==> config.mk <==
export PLATFORM = sky130hd
export DESIGN_NAME = matmul_tile_scheduler_flat
export DESIGN_NICKNAME = d
export VERILOG_FILES = /design/src/rtl/matmul_tile_scheduler_if.sv /design/src/rtl/matmul_tile_scheduler.sv /design/src/flat_wrapper.sv
export SDC_FILE = /design/constraint.sdc
export NUM_CORES = 1
export LEC_CHECK = 0
export ABC_AREA = 0
export ABC_CLOCK_PERIOD_IN_PS = 3600
export CORE_MARGIN = 2
export CORE_UTILIZATION = 54
export CTS_CLUSTER_SIZE = 16
export DETAILED_ROUTE_END_ITERATION = 10
export DONT_BUFFER_PORTS = 1
export PLACE_DENSITY_LB_ADDON = 0.05
export SLEW_MARGIN = 15
export SYNTH_ARGS = -nofsm -noshare
export SYNTH_HDL_FRONTEND = slang
export SYNTH_SLANG_ARGS = --single-unit
==> constraint.sdc <==
create_clock -name clk_i -period 3.6 [get_ports clk_i]
set_input_delay 1.08 -clock clk_i [delete_from_list [all_inputs] [get_ports clk_i]]
set_output_delay 1.08 -clock clk_i [all_outputs]
set_load 0.1 [all_outputs]
==> src/rtl/matmul_tile_scheduler_if.sv <==
// Host/controller-facing signal bundle of the tile scheduler.
// The slave modport is the scheduler's view; master is the host/controller side.
interface matmul_tile_scheduler_if #(
    parameter int W_SIZE = 256,
    parameter int I_SIZE = 256,
    parameter int O_SIZE = 256,
    parameter int CNT_W  = 8
);
    localparam int WA = $clog2(W_SIZE);
    localparam int IA = $clog2(I_SIZE);
    localparam int OA = $clog2(O_SIZE);

    logic             start_i;
    logic             abort_i;
    logic [CNT_W-1:0] n_wt_i;
    logic [CNT_W-1:0] n_it_i;
    logic [WA-1:0]    w_base_i;
    logic [WA-1:0]    w_stride_i;
    logic [IA-1:0]    i_base_i;
    logic [IA-1:0]    i_stride_i;
    logic [OA-1:0]    o_base_i;
    logic [OA-1:0]    o_stride_i;
    logic             mm_start_o;
    logic [WA-1:0]    mm_w_offset_o;
    logic [IA-1:0]    mm_i_offset_o;
    logic [OA-1:0]    mm_o_offset_o;
    logic             mm_done_i;
    logic [CNT_W-1:0] wt_idx_o;
    logic [CNT_W-1:0] it_idx_o;
    logic             busy_o;
    logic             done_o;
    logic             aborted_o;

    modport master (
        output start_i, abort_i, n_wt_i, n_it_i, w_base_i, w_stride_i,
               i_base_i, i_stride_i, o_base_i, o_stride_i, mm_done_i,
        input  mm_start_o, mm_w_offset_o, mm_i_offset_o, mm_o_offset_o,
               wt_idx_o, it_idx_o, busy_o, done_o, aborted_o
    );

    modport slave (
        input  start_i, abort_i, n_wt_i, n_it_i, w_base_i, w_stride_i,
               i_base_i, i_stride_i, o_base_i, o_stride_i, mm_done_i,
        output mm_start_o, mm_w_offset_o, mm_i_offset_o, mm_o_offset_o,
               wt_idx_o, it_idx_o, busy_o, done_o, aborted_o
    );
endinterface

==> src/rtl/matmul_tile_scheduler.sv <==
// Walks a weight-tile (outer) x input-tile (inner) grid, issuing one controller run per tile
// with the matching buffer offsets and waiting for each run's done edge.
module matmul_tile_scheduler #(
    parameter int W_SIZE = 256,
    parameter int I_SIZE = 256,
    parameter int O_SIZE = 256,
    parameter int CNT_W  = 8
) (
    input logic                    clk_i,
    input logic                    rst_i,
    matmul_tile_scheduler_if.slave bus
);
    localparam int WA = $clog2(W_SIZE);
    localparam int IA = $clog2(I_SIZE);
    localparam int OA = $clog2(O_SIZE);

    typedef enum logic [2:0] {
        S_IDLE,
        S_ISSUE,
        S_WAIT,
        S_ADVANCE,
        S_FIN
    } state_t;

    state_t           state_q, state_d;
    logic [CNT_W-1:0] wt_q, wt_d, it_q, it_d;
    logic [CNT_W-1:0] n_wt_q, n_wt_d, n_it_q, n_it_d;
    logic [WA-1:0]    w_off_q, w_off_d, w_stride_q, w_stride_d;
    logic [IA-1:0]    i_off_q, i_off_d, i_base_q, i_base_d, i_stride_q, i_stride_d;
    logic [OA-1:0]    o_off_q, o_off_d, o_stride_q, o_stride_d;
    logic             mm_start_q, mm_start_d;
    logic             busy_q, busy_d;
    logic             done_q, done_d;
    logic             aborted_q, aborted_d;
    logic             abort_q, abort_d;
    logic             start_q, arm_q, ctl_done_q;
    logic             start_rise, ctl_done_rise, last_it, last_tile;

    // arm_q blanks the first cycle after reset so a start level held through reset is not a new edge.
    assign start_rise    = bus.start_i & ~start_q & arm_q;
    assign ctl_done_rise = bus.mm_done_i & ~ctl_done_q;
    assign last_it       = (it_q == n_it_q - CNT_W'(1));
    assign last_tile     = last_it && (wt_q == n_wt_q - CNT_W'(1));

    always_comb begin
        state_d    = state_q;
        wt_d       = wt_q;
        it_d       = it_q;
        n_wt_d     = n_wt_q;
        n_it_d     = n_it_q;
        w_off_d    = w_off_q;
        w_stride_d = w_stride_q;
        i_off_d    = i_off_q;
        i_base_d   = i_base_q;
        i_stride_d = i_stride_q;
        o_off_d    = o_off_q;
        o_stride_d = o_stride_q;
        mm_start_d = 1'b0;
        done_d     = 1'b0;
        busy_d     = busy_q;
        aborted_d  = aborted_q;
        abort_d    = abort_q;

        if (state_q != S_IDLE && bus.abort_i) begin
            abort_d = 1'b1;
        end

        case (state_q)
            S_IDLE: begin
                if (start_rise) begin
                    n_wt_d     = bus.n_wt_i;
                    n_it_d     = bus.n_it_i;
                    w_stride_d = bus.w_stride_i;
                    i_base_d   = bus.i_base_i;
                    i_stride_d = bus.i_stride_i;
                    o_stride_d = bus.o_stride_i;
                    wt_d       = '0;
                    it_d       = '0;
                    w_off_d    = bus.w_base_i;
                    i_off_d    = bus.i_base_i;
                    o_off_d    = bus.o_base_i;
                    aborted_d  = 1'b0;
                    abort_d    = 1'b0;
                    busy_d     = 1'b1;
                    if (bus.n_wt_i == '0 || bus.n_it_i == '0) begin
                        state_d = S_FIN;
                    end else begin
                        state_d = S_ISSUE;
                    end
                end
            end
            S_ISSUE: begin
                mm_start_d = 1'b1;
                state_d    = S_WAIT;
            end
            S_WAIT: begin
                if (ctl_done_rise) begin
                    state_d = S_ADVANCE;
                end
            end
            S_ADVANCE: begin
                if (abort_q || last_tile) begin
                    state_d = S_FIN;
                end else begin
                    if (!last_it) begin
                        it_d    = it_q + CNT_W'(1);
                        i_off_d = i_off_q + i_stride_q;
                    end else begin
                        it_d    = '0;
                        i_off_d = i_base_q;
                        wt_d    = wt_q + CNT_W'(1);
                        w_off_d = w_off_q + w_stride_q;
                    end
                    // Outputs land row-major: one output slot per issued tile.
                    o_off_d = o_off_q + o_stride_q;
                    state_d = S_ISSUE;
                end
            end
            S_FIN: begin
                done_d    = 1'b1;
                busy_d    = 1'b0;
                aborted_d = abort_q;
                state_d   = S_IDLE;
            end
            default: state_d = S_IDLE;
        endcase
    end

    always_ff @(posedge clk_i) begin
        if (rst_i) begin
            state_q    <= S_IDLE;
            wt_q       <= '0;
            it_q       <= '0;
            w_off_q    <= '0;
            i_off_q    <= '0;
            o_off_q    <= '0;
            mm_start_q <= 1'b0;
            busy_q     <= 1'b0;
            done_q     <= 1'b0;
            aborted_q  <= 1'b0;
            abort_q    <= 1'b0;
            start_q    <= 1'b0;
            arm_q      <= 1'b0;
            ctl_done_q <= 1'b0;
        end else begin
            state_q    <= state_d;
            wt_q       <= wt_d;
            it_q       <= it_d;
            w_off_q    <= w_off_d;
            i_off_q    <= i_off_d;
            o_off_q    <= o_off_d;
            mm_start_q <= mm_start_d;
            busy_q     <= busy_d;
            done_q     <= done_d;
            aborted_q  <= aborted_d;
            abort_q    <= abort_d;
            start_q    <= bus.start_i;
            arm_q      <= 1'b1;
            ctl_done_q <= bus.mm_done_i;
        end
    end

    // Job configuration is only read after acceptance, so it needs no reset.
    always_ff @(posedge clk_i) begin
        n_wt_q     <= n_wt_d;
        n_it_q     <= n_it_d;
        w_stride_q <= w_stride_d;
        i_base_q   <= i_base_d;
        i_stride_q <= i_stride_d;
        o_stride_q <= o_stride_d;
    end

    assign bus.mm_start_o    = mm_start_q;
    assign bus.mm_w_offset_o = w_off_q;
    assign bus.mm_i_offset_o = i_off_q;
    assign bus.mm_o_offset_o = o_off_q;
    assign bus.wt_idx_o      = wt_q;
    assign bus.it_idx_o      = it_q;
    assign bus.busy_o        = busy_q;
    assign bus.done_o        = done_q;
    assign bus.aborted_o     = aborted_q;
endmodule
==> src/flat_wrapper.sv <==
// flat-port wrapper written by rule: the top's interface ports become plain ports
module matmul_tile_scheduler_flat 
#(
    parameter int W_SIZE = 256,
    parameter int I_SIZE = 256,
    parameter int O_SIZE = 256,
    parameter int CNT_W  = 8
)
  (clk_i, rst_i, bus_start_i, bus_abort_i, bus_n_wt_i, bus_n_it_i, bus_w_base_i, bus_w_stride_i, bus_i_base_i, bus_i_stride_i, bus_o_base_i, bus_o_stride_i, bus_mm_done_i, bus_mm_start_o, bus_mm_w_offset_o, bus_mm_i_offset_o, bus_mm_o_offset_o, bus_wt_idx_o, bus_it_idx_o, bus_busy_o, bus_done_o, bus_aborted_o);
  matmul_tile_scheduler_if #(.W_SIZE(W_SIZE), .I_SIZE(I_SIZE), .O_SIZE(O_SIZE), .CNT_W(CNT_W)) bus_i ();
  input logic clk_i;
  input logic rst_i;
  input wire logic [$bits(bus_i.start_i)-1:0] bus_start_i;
  input wire logic [$bits(bus_i.abort_i)-1:0] bus_abort_i;
  input wire logic [$bits(bus_i.n_wt_i)-1:0] bus_n_wt_i;
  input wire logic [$bits(bus_i.n_it_i)-1:0] bus_n_it_i;
  input wire logic [$bits(bus_i.w_base_i)-1:0] bus_w_base_i;
  input wire logic [$bits(bus_i.w_stride_i)-1:0] bus_w_stride_i;
  input wire logic [$bits(bus_i.i_base_i)-1:0] bus_i_base_i;
  input wire logic [$bits(bus_i.i_stride_i)-1:0] bus_i_stride_i;
  input wire logic [$bits(bus_i.o_base_i)-1:0] bus_o_base_i;
  input wire logic [$bits(bus_i.o_stride_i)-1:0] bus_o_stride_i;
  input wire logic [$bits(bus_i.mm_done_i)-1:0] bus_mm_done_i;
  output wire logic [$bits(bus_i.mm_start_o)-1:0] bus_mm_start_o;
  output wire logic [$bits(bus_i.mm_w_offset_o)-1:0] bus_mm_w_offset_o;
  output wire logic [$bits(bus_i.mm_i_offset_o)-1:0] bus_mm_i_offset_o;
  output wire logic [$bits(bus_i.mm_o_offset_o)-1:0] bus_mm_o_offset_o;
  output wire logic [$bits(bus_i.wt_idx_o)-1:0] bus_wt_idx_o;
  output wire logic [$bits(bus_i.it_idx_o)-1:0] bus_it_idx_o;
  output wire logic [$bits(bus_i.busy_o)-1:0] bus_busy_o;
  output wire logic [$bits(bus_i.done_o)-1:0] bus_done_o;
  output wire logic [$bits(bus_i.aborted_o)-1:0] bus_aborted_o;
  assign bus_i.start_i = bus_start_i;
  assign bus_i.abort_i = bus_abort_i;
  assign bus_i.n_wt_i = bus_n_wt_i;
  assign bus_i.n_it_i = bus_n_it_i;
  assign bus_i.w_base_i = bus_w_base_i;
  assign bus_i.w_stride_i = bus_w_stride_i;
  assign bus_i.i_base_i = bus_i_base_i;
  assign bus_i.i_stride_i = bus_i_stride_i;
  assign bus_i.o_base_i = bus_o_base_i;
  assign bus_i.o_stride_i = bus_o_stride_i;
  assign bus_i.mm_done_i = bus_mm_done_i;
  assign bus_mm_start_o = bus_i.mm_start_o;
  assign bus_mm_w_offset_o = bus_i.mm_w_offset_o;
  assign bus_mm_i_offset_o = bus_i.mm_i_offset_o;
  assign bus_mm_o_offset_o = bus_i.mm_o_offset_o;
  assign bus_wt_idx_o = bus_i.wt_idx_o;
  assign bus_it_idx_o = bus_i.it_idx_o;
  assign bus_busy_o = bus_i.busy_o;
  assign bus_done_o = bus_i.done_o;
  assign bus_aborted_o = bus_i.aborted_o;
  matmul_tile_scheduler #(.W_SIZE(W_SIZE), .I_SIZE(I_SIZE), .O_SIZE(O_SIZE), .CNT_W(CNT_W)) u_core (.clk_i(clk_i), .rst_i(rst_i), .bus(bus_i));
endmodule
==> flow_summary.ini, run 1 <==
[status]
result_of_the_run = finished, final reports clean

[route]
post_drt_wl_per_cell_um = 17.1
drt_wl_total_um = 12200
dr_total_vias = 4156
drtAntennaViolNets = 0
drt_drc_violations_left = 0
drt_pre_antenna_iters = 5
via_per_inst = 5.84
drt_iter0_drc = 215

[setup_path]
timing.critical_path.to_type = flop
critPathRequiredTime_ns = 3.87
crit_path_max_fanout = 13
critPathLaunchType = flop
worst-endpoint-arrival_ns = 3.36
timing.setup.critical_path_class = reg2reg

[clock_network]
clkLatencyLatePin_ns = 0.39
clock_path_buffers = 2
cts.clk_slew.worst_paths_ns = 0.10
ctsHtreeMaxLevel = 3
total_clock_buffers_created_by_cts = 9
tritoncts = yes
clockRootBuffer = sky130_fd_sc_hd__clkbuf_8
cts.sink_count = 99
cts_repair_resize_count = 0
cts_post_setup_buffers_inserted = 0
post_cts_hold_buffer_count = 0

[grt]
grt_first_pass_wirelength_um = 19100
pin_count_of_the_biggest_net_entering_global_routing = 40
gr-total-overflow = 0
antenna_found_initial = 0
global_route.usage.total = 0.236
vias_in_the_first_global_route = 3957

[logic_synthesis]
synth_cell_type_count = 70
synth.avg_cell_area_um2 = 9.75
postSynthCellCount = 544
yosysTopAreaCell = sky130_fd_sc_hd__edfxtp_1
synth.cell_area_um2 = 5300
synthArstFlopShare = 0
yosysWarningCount = 0
yosys.area.top_type_share = 0.272
synth.cells.most_frequent = sky130_fd_sc_hd__nand2_1 (52), sky130_fd_sc_hd__dfxtp_1 (51), sky130_fd_sc_hd__edfxtp_1 (48)
post-synth-top-count-cell = sky130_fd_sc_hd__nand2_1
ys_seq_area_frac = 0.464
yosys_register_bits = 99
synth.net_count = 641
yosys-top-cells-area = sky130_fd_sc_hd__edfxtp_1 (27%), sky130_fd_sc_hd__dfxtp_1 (19%), sky130_fd_sc_hd__ha_1 (5.9%), sky130_fd_sc_hd__nand2_1 (3.7%), sky130_fd_sc_hd__xnor2_1 (3.6%)
postSynth.topFlopCell = sky130_fd_sc_hd__dfxtp_1
number_of_synthesized_flops_with_an_enable_pin = 48

[timing]
rsz0062_at_grt = no
relSlewSlack = 0.281
final_report_hold_violation_count = 0
final_min_period_over_clock_period = 0.860
highest_clock_rate_mhz = 323
finClkSkew_ns = 0.0135
hold_slack_ns = 0.587
setup_viol = 0
layout_min_cycle_time_ns = 3.10
worst_slew_pin_slew_ns = 1.08
final_max_slew_viol_count = 0
fin_setup_tns_ns = 0

[die]
die-area_um2 = 10600
die_h_um = 103
number_of_rows_created_at_floorplan = 36
dieWidth_um = 103
coreArea_um2 = 9640
floorplan.io_pins = 113
initial_core_util = 0.550

[final_layout]
fillerInstances = 841
area.sequential_um2 = 2460
share_of_post_route_cells_with_drive_strength_above_1 = 0.126
area.growth.synth_to_final_pct = 11.1
postLayoutCoreUtil = 0.611
multi_input_comb_area_um2 = 2650
num_antenna_cells = 0
finish.net_count = 671

[power]
vdd_ir_drop_max_uv = 320
p_leak_nw = 2.22
power_density_nw_per_um2 = 426
total_power_mw = 2.51

[placement]
portBuffers = 0
post_detailed_placement_half_perimeter_wirelength_um = 8990
gp_congestion = 0.892

[job]
maxCapViolations = 0

[hold_path]
hp-class = reg2reg
## metrics by stage
step	area, um^2	setup WS, ns	std cells
floorplan	5300	0.435	544
global placement	5720	0.598	696
detailed placement	5720	0.547	696
CTS	5890	0.520	712
global route	5890	0.199	712
finish	5890	0.502	712
## layout by cell type (no fill, tap or decap), types with 5 or more instances in the layout
cell type and n:
sky130_fd_sc_hd__ha_1 25, sky130_fd_sc_hd__buf_4 44, sky130_fd_sc_hd__edfxtp_1 48, sky130_fd_sc_hd__nand2b_1 12
sky130_fd_sc_hd__a311oi_1 9, sky130_fd_sc_hd__dfxtp_1 51, sky130_fd_sc_hd__xor2_1 7, sky130_fd_sc_hd__inv_1 23
sky130_fd_sc_hd__or3_1 8, sky130_fd_sc_hd__nand2_1 52, sky130_fd_sc_hd__nor2b_1 12, sky130_fd_sc_hd__nand4_1 6
sky130_fd_sc_hd__a211oi_1 8, sky130_fd_sc_hd__clkbuf_8 9, sky130_fd_sc_hd__nor2_1 41, sky130_fd_sc_hd__a21oi_1 27
sky130_fd_sc_hd__xnor2_1 22, sky130_fd_sc_hd__nand3_1 16, sky130_fd_sc_hd__o21ai_0 20, sky130_fd_sc_hd__o31ai_1 6
sky130_fd_sc_hd__nor4_1 8, sky130_fd_sc_hd__nor3_1 22, sky130_fd_sc_hd__a31oi_1 5
## logic make-up (layout without fill, tap and decap cells)
family | Yosys count | in the layout | share of synthesized area
AND/OR/NAND/NOR | 209 | 209 | 0.202
AO/OA/AOI/OAI | 123 | 123 | 0.165
flip-flops | 99 | 99 | 0.464
buffers and inverters | 51 | 86 | 0.0385
XOR/XNOR | 30 | 30 | 0.0521
adder cells (fa/ha/maj) | 28 | 28 | 0.0703
multiplexers | 4 | 4 | 0.00755
## layer usage
layer,track usage,vias to the layer above,wire [um]
li1,-,2065,-
met3,0.0908,17,1020
met1,0.290,1943,5160
met2,0.383,131,5780
met4,0.0810,0,246
met5,0,-,0
## worst paths after layout
check | from | end | slack, ns | cells past startpoint
worst max-delay path | u_core.n_wt_q[0] | u_core.bus.it_idx_o[0] | 0.50 | 7
worst min-delay path | u_core.state_q[0] | u_core.bus.mm_start_o | 0.59 | 2
worst max register to register | u_core.n_wt_q[0] | u_core.bus.it_idx_o[0] | 0.50 | 7
worst min register to register | u_core.state_q[0] | u_core.bus.mm_start_o | 0.59 | 2
## worst max-delay path, stage by stage, from the launching register on
cell and delay, ns:
sky130_fd_sc_hd__edfxtp_1 0.46, sky130_fd_sc_hd__or4_4 0.56, sky130_fd_sc_hd__o221ai_1 0.18, sky130_fd_sc_hd__or3b_1 0.40
sky130_fd_sc_hd__o211ai_2 0.31, sky130_fd_sc_hd__nand4_1 0.48, sky130_fd_sc_hd__nand3_1 0.49, sky130_fd_sc_hd__nor2_1 0.10
## report_power, final
part	switching, mW	total (mW)	internal, mW
registers	0.0723	1.32	1.25
logic	0.367	0.534	0.168
clock network	0.398	0.654	0.255
total	0.837	2.51	1.67
## sequential cells by signal, indices dropped and copies added (netlist names), 3 cells and up
| signal | count |
|---|---|
| u_core.bus.mm_w_offset_o | 8 |
| u_core.bus.mm_o_offset_o | 8 |
| u_core.bus.mm_i_offset_o | 8 |
| u_core.w_stride_q | 8 |
| u_core.o_stride_q | 8 |
| u_core.i_base_q | 8 |
| u_core.i_stride_q | 8 |
| u_core.state_q | 3 |
| u_core.bus.it_idx_o | 8 |
| u_core.bus.wt_idx_o | 8 |
| u_core.n_it_q | 8 |
| u_core.n_wt_q | 8 |
## layout make-up
class,instances,share of cell area
multi-input cells,394,0.449
flip-flops and latches,99,0.418
repair buffers,45,0.0595
well taps,133,0.0282
clock buffers,9,0.0210
inverters,25,0.0159
clock inverters,7,0.00807
(Power assumes the default switching activity.)
==> run 2: changes to the inputs <==
--- a/config.mk
+++ b/config.mk
@@ -8,7 +8,8 @@
 export ABC_AREA = 0
 export ABC_CLOCK_PERIOD_IN_PS = 3600
 export CORE_MARGIN = 2
-export CORE_UTILIZATION = 54
+export CORE_UTILIZATION = 40
+export CTS_BUF_LIST = sky130_fd_sc_hd__clkbuf_4
 export CTS_CLUSTER_SIZE = 16
 export DETAILED_ROUTE_END_ITERATION = 10
 export DONT_BUFFER_PORTS = 1
==> flow_summary.ini, run 2 (synthesis results as in run 1) <==
[status]
result_of_the_run = finished, final reports clean

[clock_network]
cts_post_setup_buffers_inserted = 0
cts_repair_resize_count = 0
cts.sink_count = 99
tritoncts = yes
clock_path_buffers = 2
ctsHtreeMaxLevel = 3
cts.clk_slew.worst_paths_ns = 0.17
clkLatencyLatePin_ns = 0.49
clockRootBuffer = sky130_fd_sc_hd__clkbuf_4
total_clock_buffers_created_by_cts = 9
post_cts_hold_buffer_count = 0

[setup_path]
crit_path_max_fanout = 17
timing.critical_path.to_type = flop
timing.setup.critical_path_class = reg2reg
worst-endpoint-arrival_ns = 3.49
critPathRequiredTime_ns = 4.02
critPathLaunchType = flop

[power]
power_density_nw_per_um2 = 426
vdd_ir_drop_max_uv = 378
power.share.clock = 0.268
p_leak_nw = 2.23
swShare = 0.327
switchingPower_mw = 0.829
power.share.sequential = 0.521
internal-power_mw = 1.71
pwr-share-comb = 0.211

[die]
number_of_rows_created_at_floorplan = 42
die_h_um = 119
dieWidth_um = 119
die-area_um2 = 14200
floorplan.io_pins = 113
initial_core_util = 0.405
coreArea_um2 = 13100

[route]
drt_pre_antenna_iters = 4
drt_drc_violations_left = 0
post_drt_wl_per_cell_um = 17.3
drt_iter0_drc = 277
via_per_inst = 5.48
drt_wl_total_um = 13100
dr_total_vias = 4167
drtAntennaViolNets = 0

[grt]
vias_in_the_first_global_route = 4147
grt_first_pass_wirelength_um = 21700
antenna_found_initial = 1
pin_count_of_the_biggest_net_entering_global_routing = 40
global_route.usage.total = 0.194
gr-total-overflow = 0

[timing]
rsz0062_at_grt = no
layout_min_cycle_time_ns = 3.08
setup_viol = 0
relSlewSlack = 0.273
final_max_slew_viol_count = 0
final_report_hold_violation_count = 0
fin_setup_tns_ns = 0
highest_clock_rate_mhz = 325
hold_slack_ns = 0.548
worst_slew_pin_slew_ns = 1.09
finClkSkew_ns = 0.0311
final_min_period_over_clock_period = 0.855

[final_layout]
fillerInstances = 1236
finish.net_count = 675
multi_input_comb_area_um2 = 2650
share_of_post_route_cells_with_drive_strength_above_1 = 0.132
area.sequential_um2 = 2460
final_common_cell = sky130_fd_sc_hd__nand2_1
layout.cells.most_common_list = sky130_fd_sc_hd__nand2_1 (52), sky130_fd_sc_hd__dfxtp_1 (51), sky130_fd_sc_hd__buf_4 (49)
area.growth.synth_to_final_pct = 12.4

[hold_path]
hp-class = reg2reg

[placement]
gp_congestion = 0.849
post_detailed_placement_half_perimeter_wirelength_um = 9600
portBuffers = 0

[job]
maxCapViolations = 0
run 2: changes by cell type in the layout (fill, tap and decap cells not counted):
cell                        delta
sky130_fd_sc_hd__buf_4         +5
sky130_fd_sc_hd__inv_6         -3
sky130_fd_sc_hd__clkbuf_8      -9
sky130_fd_sc_hd__buf_12        -1
sky130_fd_sc_hd__clkinv_4      +2
sky130_fd_sc_hd__bufinv_16     +2
sky130_fd_sc_hd__clkinv_2      -2
sky130_fd_sc_hd__clkbuf_4     +10
sky130_fd_sc_hd__diode_2       +1
run 2: final timing paths:
check	from	endpoint	slack (ns)	cells past startpoint
max	u_core.n_wt_q[0]	u_core.bus.mm_i_offset_o[1]	0.52	7
min	u_core.bus.mm_o_offset_o[1]	u_core.bus.mm_o_offset_o[1]	0.55	2
max reg2reg	u_core.n_wt_q[0]	u_core.bus.mm_i_offset_o[1]	0.52	7
min reg2reg	u_core.bus.mm_o_offset_o[1]	u_core.bus.mm_o_offset_o[1]	0.55	2
run 2: through the flow:
step	std cells	setup slack, ns	util	power [mW]	area [um^2]
after floorplan	544	0.435	-	1.77	5300
after global placement	743	0.618	0.443	1.87	5790
after detailed placement	743	0.516	0.443	1.88	5790
after CTS	759	0.507	0.455	2.57	5960
after global routing	760	0.196	0.455	2.66	5960
final	760	0.523	0.455	2.54	5960
run 2: final cells by class:
| cell class | count | share of cell area |
|---|---|---|
| clock buffer | 10 | 0.0126 |
| antenna | 1 | 0.000420 |
| tap | 176 | 0.0370 |
| sequential | 99 | 0.413 |
| timing repair buffer | 49 | 0.0617 |
| inverter | 25 | 0.0157 |
| clock inverter | 6 | 0.0149 |
| multi-input combinational | 394 | 0.444 |
run 2: power groups by stage:
stage                     sequential, mW  clock, mW  combinational [mW]
after floorplan                     1.50          0               0.269
after global placement              1.35          0               0.528
after detailed placement            1.35          0               0.536
after CTS                           1.32      0.715               0.538
after global routing                1.33      0.747               0.585
final                               1.32      0.681               0.534
run 2: layer usage:
layer / share of wire / vias up / wire length, um / global-route usage
li1: - / 2075 / - / -
met5: 0 / - / 0 / 0
met2: 0.46 / 114 / 5990 / 0.307
met3: 0.083 / 15 / 1090 / 0.0733
met1: 0.44 / 1963 / 5820 / 0.246
met4: 0.017 / 0 / 229 / 0.0573
run 2: worst max-delay path, stage by stage (launching register included):
cell	delay, ns
sky130_fd_sc_hd__edfxtp_1	0.46
sky130_fd_sc_hd__or4_4	0.57
sky130_fd_sc_hd__o221ai_1	0.18
sky130_fd_sc_hd__or3b_1	0.41
sky130_fd_sc_hd__o211ai_2	0.35
sky130_fd_sc_hd__o41a_1	0.62
sky130_fd_sc_hd__nand2_1	0.16
sky130_fd_sc_hd__o32ai_1	0.28
